===== config.mk =====
export PLATFORM = sky130hd
export DESIGN_NAME = bus_nibble_receiver
export DESIGN_NICKNAME = d
export VERILOG_FILES = /design/src/rtl/bus_rx_pkg.sv /design/src/rtl/bus_rx_fifo.sv /design/src/rtl/bus_nibble_receiver.sv
export SDC_FILE = /design/constraint.sdc
export NUM_CORES = 1
export LEC_CHECK = 0
export CORE_MARGIN = 5
export CORE_UTILIZATION = 40
export DETAILED_ROUTE_END_ITERATION = 12
export PLACE_DENSITY = 0.7
export RECOVER_POWER = 25
export SYNTH_ARGS = -nofsm -noshare
export SYNTH_HDL_FRONTEND = slang
export SYNTH_SLANG_ARGS = --single-unit

===== constraint.sdc =====
create_clock -name clk -period 2 [get_ports clk]
set_clock_uncertainty 0.15 [all_clocks]
set_input_delay 0.2 -clock clk [delete_from_list [all_inputs] [get_ports clk]]
set_output_delay 0.2 -clock clk [all_outputs]
set_load 0.05 [all_outputs]

===== src/rtl/bus_rx_pkg.sv =====
// Shared types and default sizing for the nibble bus receiver and its output FIFO.
// Latency: n/a (declarations only); backpressure: n/a.
package bus_rx_pkg;

  localparam int DEF_NIB_W   = 4;
  localparam int DEF_BEATS   = 4;
  localparam int DEF_DEPTH   = 4;
  localparam int DEF_GAP_MAX = 8;

  typedef enum logic {
    ST_IDLE    = 1'b0,
    ST_COLLECT = 1'b1
  } rx_state_t;

  // Counter width that stays at least one bit for degenerate sizes.
  function automatic int cnt_w(input int n);
    return (n > 1) ? $clog2(n) : 1;
  endfunction

endpackage


===== src/rtl/bus_rx_fifo.sv =====
// Word FIFO with registered storage; head visible 1 cycle after push, zero when empty.
// Backpressure: push ignored when full unless a pop happens the same cycle.
module bus_rx_fifo #(
  parameter int W     = 16,
  parameter int DEPTH = 4
) (
  input  logic         clk,
  input  logic         rst_n,
  input  logic         push,
  input  logic [W-1:0] push_dat,
  input  logic         pop,
  output logic         full,
  output logic         empty,
  output logic [W-1:0] head_dat
);

  localparam int AW = $clog2(DEPTH);

  logic [AW:0]               wr_ptr_q, wr_ptr_d;
  logic [AW:0]               rd_ptr_q, rd_ptr_d;
  logic [DEPTH-1:0][W-1:0]   mem_q, mem_d;
  logic                      do_push, do_pop;

  // Extra pointer bit separates full from empty when the indices match.
  assign empty = (wr_ptr_q == rd_ptr_q);
  assign full  = (wr_ptr_q[AW] != rd_ptr_q[AW]) &&
                 (wr_ptr_q[AW-1:0] == rd_ptr_q[AW-1:0]);

  assign do_pop  = pop & ~empty;
  assign do_push = push & (~full | do_pop);

  always_comb begin
    wr_ptr_d = wr_ptr_q;
    rd_ptr_d = rd_ptr_q;
    mem_d    = mem_q;
    if (do_push) begin
      mem_d[wr_ptr_q[AW-1:0]] = push_dat;
      wr_ptr_d                = wr_ptr_q + (AW+1)'(1);
    end
    if (do_pop) begin
      rd_ptr_d = rd_ptr_q + (AW+1)'(1);
    end
  end

  always_ff @(posedge clk or negedge rst_n) begin
    if (!rst_n) begin
      wr_ptr_q <= '0;
      rd_ptr_q <= '0;
      mem_q    <= '0;
    end else begin
      wr_ptr_q <= wr_ptr_d;
      rd_ptr_q <= rd_ptr_d;
      mem_q    <= mem_d;
    end
  end

  assign head_dat = empty ? '0 : mem_q[rd_ptr_q[AW-1:0]];

endmodule


===== src/rtl/bus_nibble_receiver.sv =====
// Samples nibbles off a shared bus into words and queues them; m_valid 1 cycle after last beat.
// Backpressure: m_ready pops the FIFO; completed words arriving while full are dropped and flagged.
module bus_nibble_receiver
  import bus_rx_pkg::*;
#(
  parameter int NIB_W   = DEF_NIB_W,
  parameter int BEATS   = DEF_BEATS,
  parameter int DEPTH   = DEF_DEPTH,
  parameter int GAP_MAX = DEF_GAP_MAX
) (
  input  logic                   clk,
  input  logic                   rst_n,
  input  logic [NIB_W-1:0]       bus_in,
  input  logic                   bus_en_n,
  output logic [NIB_W*BEATS-1:0] m_data,
  output logic                   m_valid,
  input  logic                   m_ready,
  output logic                   overflow,
  output logic                   gap_err,
  input  logic                   clr_err
);

  localparam int              BW        = cnt_w(BEATS);
  localparam int              GW        = cnt_w(GAP_MAX + 1);
  localparam logic [BW-1:0]   LAST_BEAT = BW'(BEATS - 1);
  localparam logic [GW-1:0]   GAP_LIMIT = GW'(GAP_MAX);

  rx_state_t                   state_q, state_d;
  logic [BW-1:0]               beat_q, beat_d;
  logic [GW-1:0]               gap_q, gap_d, gap_inc;
  logic [BEATS-1:0][NIB_W-1:0] word_q, word_d;
  logic                        overflow_q, overflow_d;
  logic                        gap_err_q, gap_err_d;

  logic                        beat_vld;
  logic                        word_done;
  logic                        gap_abort;
  logic                        fifo_push, fifo_pop, fifo_full, fifo_empty;
  logic                        drop_evt;
  logic [NIB_W*BEATS-1:0]      fifo_head;

  assign beat_vld = ~bus_en_n;
  assign gap_inc  = gap_q + GW'(1);

  // Assembler: the completing nibble is merged combinationally so the push lands on its own edge.
  always_comb begin
    beat_d    = beat_q;
    gap_d     = gap_q;
    word_d    = word_q;
    word_done = 1'b0;
    gap_abort = 1'b0;
    unique case (state_q)
      ST_IDLE: begin
        if (beat_vld) begin
          word_d    = '0;
          word_d[0] = bus_in;
          gap_d     = '0;
          if (BEATS == 1) begin
            word_done = 1'b1;
          end else begin
            beat_d = BW'(1);
          end
        end
      end
      ST_COLLECT: begin
        if (beat_vld) begin
          word_d[beat_q] = bus_in;
          gap_d          = '0;
          if (beat_q == LAST_BEAT) begin
            word_done = 1'b1;
            beat_d    = '0;
          end else begin
            beat_d = beat_q + BW'(1);
          end
        end else if (gap_inc == GAP_LIMIT) begin
          gap_abort = 1'b1;
          gap_d     = '0;
          beat_d    = '0;
        end else begin
          gap_d = gap_inc;
        end
      end
      default: begin
        beat_d = '0;
        gap_d  = '0;
      end
    endcase
  end

  always_comb begin
    state_d = state_q;
    unique case (state_q)
      ST_IDLE:    if (beat_vld && !word_done) state_d = ST_COLLECT;
      ST_COLLECT: if (word_done || gap_abort) state_d = ST_IDLE;
      default:    state_d = ST_IDLE;
    endcase
  end

  // A pop frees the slot in the same edge, so a full FIFO still takes a word on a handshake.
  always_comb begin
    fifo_pop   = m_valid & m_ready;
    fifo_push  = word_done & (~fifo_full | fifo_pop);
    drop_evt   = word_done & fifo_full & ~fifo_pop;
    overflow_d = overflow_q;
    gap_err_d  = gap_err_q;
    if (clr_err) begin
      overflow_d = 1'b0;
      gap_err_d  = 1'b0;
    end
    if (drop_evt) begin
      overflow_d = 1'b1;
    end
    if (gap_abort) begin
      gap_err_d = 1'b1;
    end
  end

  always_ff @(posedge clk or negedge rst_n) begin
    if (!rst_n) begin
      state_q    <= ST_IDLE;
      beat_q     <= '0;
      gap_q      <= '0;
      word_q     <= '0;
      overflow_q <= 1'b0;
      gap_err_q  <= 1'b0;
    end else begin
      state_q    <= state_d;
      beat_q     <= beat_d;
      gap_q      <= gap_d;
      word_q     <= word_d;
      overflow_q <= overflow_d;
      gap_err_q  <= gap_err_d;
    end
  end

  bus_rx_fifo #(
    .W     (NIB_W * BEATS),
    .DEPTH (DEPTH)
  ) u_fifo (
    .clk      (clk),
    .rst_n    (rst_n),
    .push     (fifo_push),
    .push_dat (word_d),
    .pop      (fifo_pop),
    .full     (fifo_full),
    .empty    (fifo_empty),
    .head_dat (fifo_head)
  );

  assign m_valid  = ~fifo_empty;
  assign m_data   = fifo_head;
  assign overflow = overflow_q;
  assign gap_err  = gap_err_q;

endmodule


==> run_summary.xml <==
<?xml version="1.0" encoding="UTF-8"?>
<metrics>
  <group name="pwr">
    <metric name="vdd_drop_max" unit="uV">1200</metric>
    <metric name="cellLeakagePower" unit="uW">0.00253</metric>
    <metric name="cellPowerDensity" unit="nW/um2">1460</metric>
  </group>
  <group name="drt">
    <metric name="drcViolationCount" unit="">0</metric>
    <metric name="final_antenna_net_count" unit="">0</metric>
    <metric name="drt_iter0_markers" unit="">239</metric>
    <metric name="drt_first_pass_iters" unit="">5</metric>
    <metric name="drt-wirelength-per-cell" unit="um">17.8</metric>
    <metric name="post_drt_via_cell_ratio" unit="">5.58</metric>
    <metric name="detail_route.wirelength" unit="mm">10.7</metric>
    <metric name="routed-via-count" unit="">3366</metric>
  </group>
  <group name="worst_hold_path">
    <metric name="hold_path.class" unit="">in2reg</metric>
    <metric name="min_delay_worst_endpoint" unit="">overflow$_DFFE_PN0P_</metric>
    <metric name="timing.hold.worst_path_depth" unit="">2</metric>
    <metric name="holdCritStartpoint" unit="">clr_err</metric>
  </group>
  <group name="floorplanning">
    <metric name="die_y" unit="um">115</metric>
    <metric name="floorplan.die_area" unit="um2">13300</metric>
    <metric name="floorplan.die.width" unit="um">115</metric>
    <metric name="core-area" unit="um2">10900</metric>
    <metric name="io_pins" unit="">28</metric>
    <metric name="floorplan.initialDensity" unit="">0.409</metric>
    <metric name="std_cell_rows" unit="">38</metric>
  </group>
  <group name="job">
    <metric name="max_cap_viol_count" unit="">0</metric>
  </group>
  <group name="sta">
    <metric name="postLayoutSetupSlackWorst" unit="ns">-0.238</metric>
    <metric name="final_min_period_over_clock_period" unit="">1.12</metric>
    <metric name="finalCriticalPeriod" unit="ns">2.24</metric>
    <metric name="finalHoldWorstSlack" unit="ns">0.279</metric>
    <metric name="maxClockFrequency" unit="GHz">0.447</metric>
    <metric name="slew_headroom" unit="">0.124</metric>
    <metric name="hold_viol_final" unit="">0</metric>
    <metric name="report.final.slew_viol_count" unit="">0</metric>
    <metric name="slew_at_the_pin_closest_to_its_max_slew_limit" unit="ns">1.31</metric>
    <metric name="setup_viol" unit="">25</metric>
    <metric name="unrepaired_setup_endpoints_after_global_routing" unit="">yes</metric>
  </group>
  <group name="layout">
    <metric name="insertedDiodeCount" unit="">0</metric>
    <metric name="nets" unit="">477</metric>
    <metric name="fillers" unit="">994</metric>
    <metric name="post-route-util" unit="">0.515</metric>
    <metric name="layout.cells.non_filler" unit="">603</metric>
    <metric name="areaGrowthSynthToFinish" unit="%">26.0</metric>
    <metric name="drive_above_1_share" unit="">0.274</metric>
  </group>
  <group name="synthesis">
    <metric name="synth_area" unit="um2">4450</metric>
    <metric name="netlist.top_cell.by_area" unit="">sky130_fd_sc_hd__dfrtp_1</metric>
    <metric name="synthesis.area_per_instance" unit="um2">11.0</metric>
    <metric name="netlist_instances" unit="">404</metric>
    <metric name="mappedNetlistNets" unit="">423</metric>
    <metric name="synth.yosys.warnings" unit="">0</metric>
    <metric name="synth_area_leaders" unit="">sky130_fd_sc_hd__dfrtp_1, sky130_fd_sc_hd__o21ai_0, sky130_fd_sc_hd__mux4_2</metric>
    <metric name="post-synth-top-area-fraction" unit="">0.534</metric>
    <metric name="synth_seq_cells" unit="">95</metric>
    <metric name="synth-seq-area-share" unit="">0.534</metric>
    <metric name="synth.distinct_cells" unit="">36</metric>
  </group>
  <group name="cts">
    <metric name="cts_max_level" unit="">3</metric>
    <metric name="cts_root_buf" unit="">sky130_fd_sc_hd__clkbuf_8</metric>
    <metric name="cts_buffers" unit="">9</metric>
    <metric name="cts_tree" unit="">yes</metric>
    <metric name="clock_sinks" unit="">95</metric>
    <metric name="clkLatencyLatePin" unit="ns">0.37</metric>
    <metric name="clock_tree_buf_depth" unit="">2</metric>
    <metric name="clk_pin_slew" unit="ns">0.10</metric>
  </group>
  <group name="worst_setup_path">
    <metric name="crit_fanout" unit="">15</metric>
    <metric name="endpoint_kind" unit="">output port</metric>
    <metric name="startpoint_of_the_lowest_slack_register_to_register_path" unit="">u_fifo.rd_ptr_q[2]$_DFFE_PN0P_</metric>
    <metric name="setup.worst_path.class" unit="">reg2out</metric>
    <metric name="critPathRequiredTime" unit="ns">1.65</metric>
    <metric name="timing.reg2reg.setup_slack" unit="ns">-0.02</metric>
    <metric name="arrival" unit="ns">1.89</metric>
    <metric name="cp-start-kind" unit="">register</metric>
    <metric name="worst_r2r_endpoint" unit="">u_fifo.mem_q[46]$_DFFE_PN0P_</metric>
    <metric name="worst_r2r_path_depth" unit="">6</metric>
  </group>
  <group name="outcome">
    <metric name="violations" unit="">setup timing</metric>
    <metric name="run_status" unit="">complete, but fails checks</metric>
  </group>
  <group name="place">
    <metric name="dp_cells" unit="">576</metric>
    <metric name="gp_routability_congestion" unit="">0.773</metric>
    <metric name="port_buffers" unit="">27</metric>
    <metric name="post-dp-hpwl" unit="mm">6.63</metric>
  </group>
  <group name="global_routing">
    <metric name="grt.overflow.total" unit="">0</metric>
    <metric name="grt_pass1_vias" unit="">3411</metric>
    <metric name="global_route_wire_length_before_repair" unit="mm">17.2</metric>
    <metric name="grt_max_degree" unit="">96</metric>
    <metric name="grt_antenna_before_repair" unit="">0</metric>
    <metric name="globalRouteTotalUtil" unit="">0.166</metric>
  </group>
</metrics>
## worst max path at each step
stage | startpoint | endpoint | slack [ns] | cells after the start
final | u_fifo.rd_ptr_q[1]$_DFFE_PN0P_ | m_data[11] | -0.24 | 5
after detailed placement | u_fifo.rd_ptr_q[0]$_DFFE_PN0P_ | u_fifo.rd_ptr_q[1]$_DFFE_PN0P_ | 0.04 | 5
after floorplan | u_fifo.rd_ptr_q[0]$_DFFE_PN0P_ | u_fifo.wr_ptr_q[1]$_DFFE_PN0P_ | 0.02 | 5
after global routing | u_fifo.rd_ptr_q[2]$_DFFE_PN0P_ | m_data[11] | -0.33 | 5
after global placement | m_ready | u_fifo.wr_ptr_q[1]$_DFFE_PN0P_ | 0.07 | 4
after CTS | u_fifo.rd_ptr_q[0]$_DFFE_PN0P_ | m_data[10] | -0.26 | 5
## cell usage after synthesis
| master | number |
|---|---|
| sky130_fd_sc_hd__or3b_1 | 1 |
| sky130_fd_sc_hd__o21a_1 | 12 |
| sky130_fd_sc_hd__and2_1 | 18 |
| sky130_fd_sc_hd__clkbuf_1 | 11 |
| sky130_fd_sc_hd__buf_4 | 1 |
| sky130_fd_sc_hd__nand3_4 | 1 |
| sky130_fd_sc_hd__buf_6 | 5 |
| sky130_fd_sc_hd__clkbuf_2 | 4 |
| sky130_fd_sc_hd__a21oi_1 | 1 |
| sky130_fd_sc_hd__xnor2_1 | 6 |
| sky130_fd_sc_hd__and3b_1 | 2 |
| sky130_fd_sc_hd__o21ai_1 | 7 |
| sky130_fd_sc_hd__mux4_2 | 16 |
| sky130_fd_sc_hd__nand2_1 | 17 |
| sky130_fd_sc_hd__o21ai_0 | 135 |
| sky130_fd_sc_hd__a21boi_0 | 2 |
| sky130_fd_sc_hd__mux2_2 | 1 |
| sky130_fd_sc_hd__nor4_1 | 1 |
| sky130_fd_sc_hd__buf_2 | 5 |
| sky130_fd_sc_hd__nand2b_1 | 3 |
| sky130_fd_sc_hd__mux2_1 | 1 |
| sky130_fd_sc_hd__ha_1 | 10 |
| sky130_fd_sc_hd__xor2_1 | 3 |
| sky130_fd_sc_hd__inv_1 | 23 |
| sky130_fd_sc_hd__nand3_2 | 3 |
| sky130_fd_sc_hd__mux2i_1 | 5 |
| sky130_fd_sc_hd__o211ai_1 | 2 |
| sky130_fd_sc_hd__o22ai_1 | 1 |
| sky130_fd_sc_hd__a211oi_1 | 1 |
| sky130_fd_sc_hd__nand3b_1 | 1 |
| sky130_fd_sc_hd__nor2b_1 | 4 |
| sky130_fd_sc_hd__nor3_1 | 1 |
| sky130_fd_sc_hd__o21bai_1 | 2 |
| sky130_fd_sc_hd__or4_4 | 1 |
| sky130_fd_sc_hd__dfrtp_1 | 95 |
| sky130_fd_sc_hd__nand3_1 | 2 |
## per-layer routing
layer / global-route usage / wire length [um]
met4: 0.0329 / 221
met3: 0.0480 / 610
met1: 0.210 / 4290
met5: 0 / 0
met2: 0.285 / 5590
## worst max-delay path, cell delays in order (launching register included)
cell	delay [ns]
sky130_fd_sc_hd__dfrtp_1	0.40
sky130_fd_sc_hd__xor2_1	0.20
sky130_fd_sc_hd__or3b_4	0.44
sky130_fd_sc_hd__buf_12	0.16
sky130_fd_sc_hd__and2_4	0.16
sky130_fd_sc_hd__buf_12	0.14
## sequential cells by signal, indices dropped and copies added, names as in the netlist
name	cells
u_fifo.wr_ptr_q	3
overflow	1
gap_err	1
beat_q	2
gap_q	4
word_q	16
state_q	1
u_fifo.rd_ptr_q	3
u_fifo.mem_q	64
## power breakdown
part           internal [uW]  total [uW]  switching (uW)
Sequential              2500        2820             314
Clock                    479        1220             738
Combinational           2010        4170            2160
## per-stage QoR
step                setup slack (ns)  total power, uW  setup TNS, ns  cell area (um2)
CTS                           -0.260             8120          -3.96             5510
global placement              0.0677             6360              0             5170
detailed placement            0.0419             6490              0             5170
global route                  -0.325             8720          -6.85             5610
finish                        -0.238             8210          -3.65             5610
floorplan                     0.0215             5140              0             4480
## kinds of logic after synthesis
kind of cell | synth area share
compound gates | 0.194
flops | 0.534
simple gates | 0.0751
buf+inv | 0.0531
mux | 0.0973
fa+ha+maj | 0.0281
xor+xnor | 0.0177
## timing repair
item / CTS / global route
gates resized for setup: 20 / 57
hold buffers: 1 / 0
hold endpoints to repair: 95 / 0
setup buffers: 5 / 2
cloned: 1 / 3
pin swaps: 5 / 3
setup endpoints to repair: 17 / 42
## cell usage in the layout (no fill, tap or decap), types with 2 or more instances in the layout
master	instances
sky130_fd_sc_hd__mux2i_1	5
sky130_fd_sc_hd__and2_1	2
sky130_fd_sc_hd__xnor2_1	5
sky130_fd_sc_hd__nor2b_1	4
sky130_fd_sc_hd__dfrtp_1	94
sky130_fd_sc_hd__a21boi_0	2
sky130_fd_sc_hd__o21a_1	12
sky130_fd_sc_hd__buf_12	17
sky130_fd_sc_hd__buf_4	24
sky130_fd_sc_hd__clkbuf_8	9
sky130_fd_sc_hd__inv_6	4
sky130_fd_sc_hd__buf_6	14
sky130_fd_sc_hd__and2_4	16
sky130_fd_sc_hd__nand3_4	4
sky130_fd_sc_hd__mux4_2	16
sky130_fd_sc_hd__nand2b_1	3
sky130_fd_sc_hd__nand3_1	2
sky130_fd_sc_hd__clkdlybuf4s50_1	9
sky130_fd_sc_hd__inv_1	23
sky130_fd_sc_hd__and3b_1	2
sky130_fd_sc_hd__ha_1	10
sky130_fd_sc_hd__o21ai_0	97
sky130_fd_sc_hd__o21ai_1	39
sky130_fd_sc_hd__xor2_1	2
sky130_fd_sc_hd__o21ai_2	6
sky130_fd_sc_hd__o211ai_1	2
sky130_fd_sc_hd__clkbuf_4	2
sky130_fd_sc_hd__nand2_1	16
## area by class of cell
cell class / count / area (um2) / area share
Timing Repair Buffer: 68 / 818 / 0.146
Clock inverter: 7 / 60.1 / 0.0107
Multi-Input combinational cell: 261 / 1960 / 0.350
Sequential cell: 95 / 2380 / 0.424
Tap cell: 140 / 175 / 0.0312
Inverter: 23 / 86.3 / 0.0154
Clock buffer: 9 / 124 / 0.0221
Note: power is estimated with default switching activity, not from simulation.
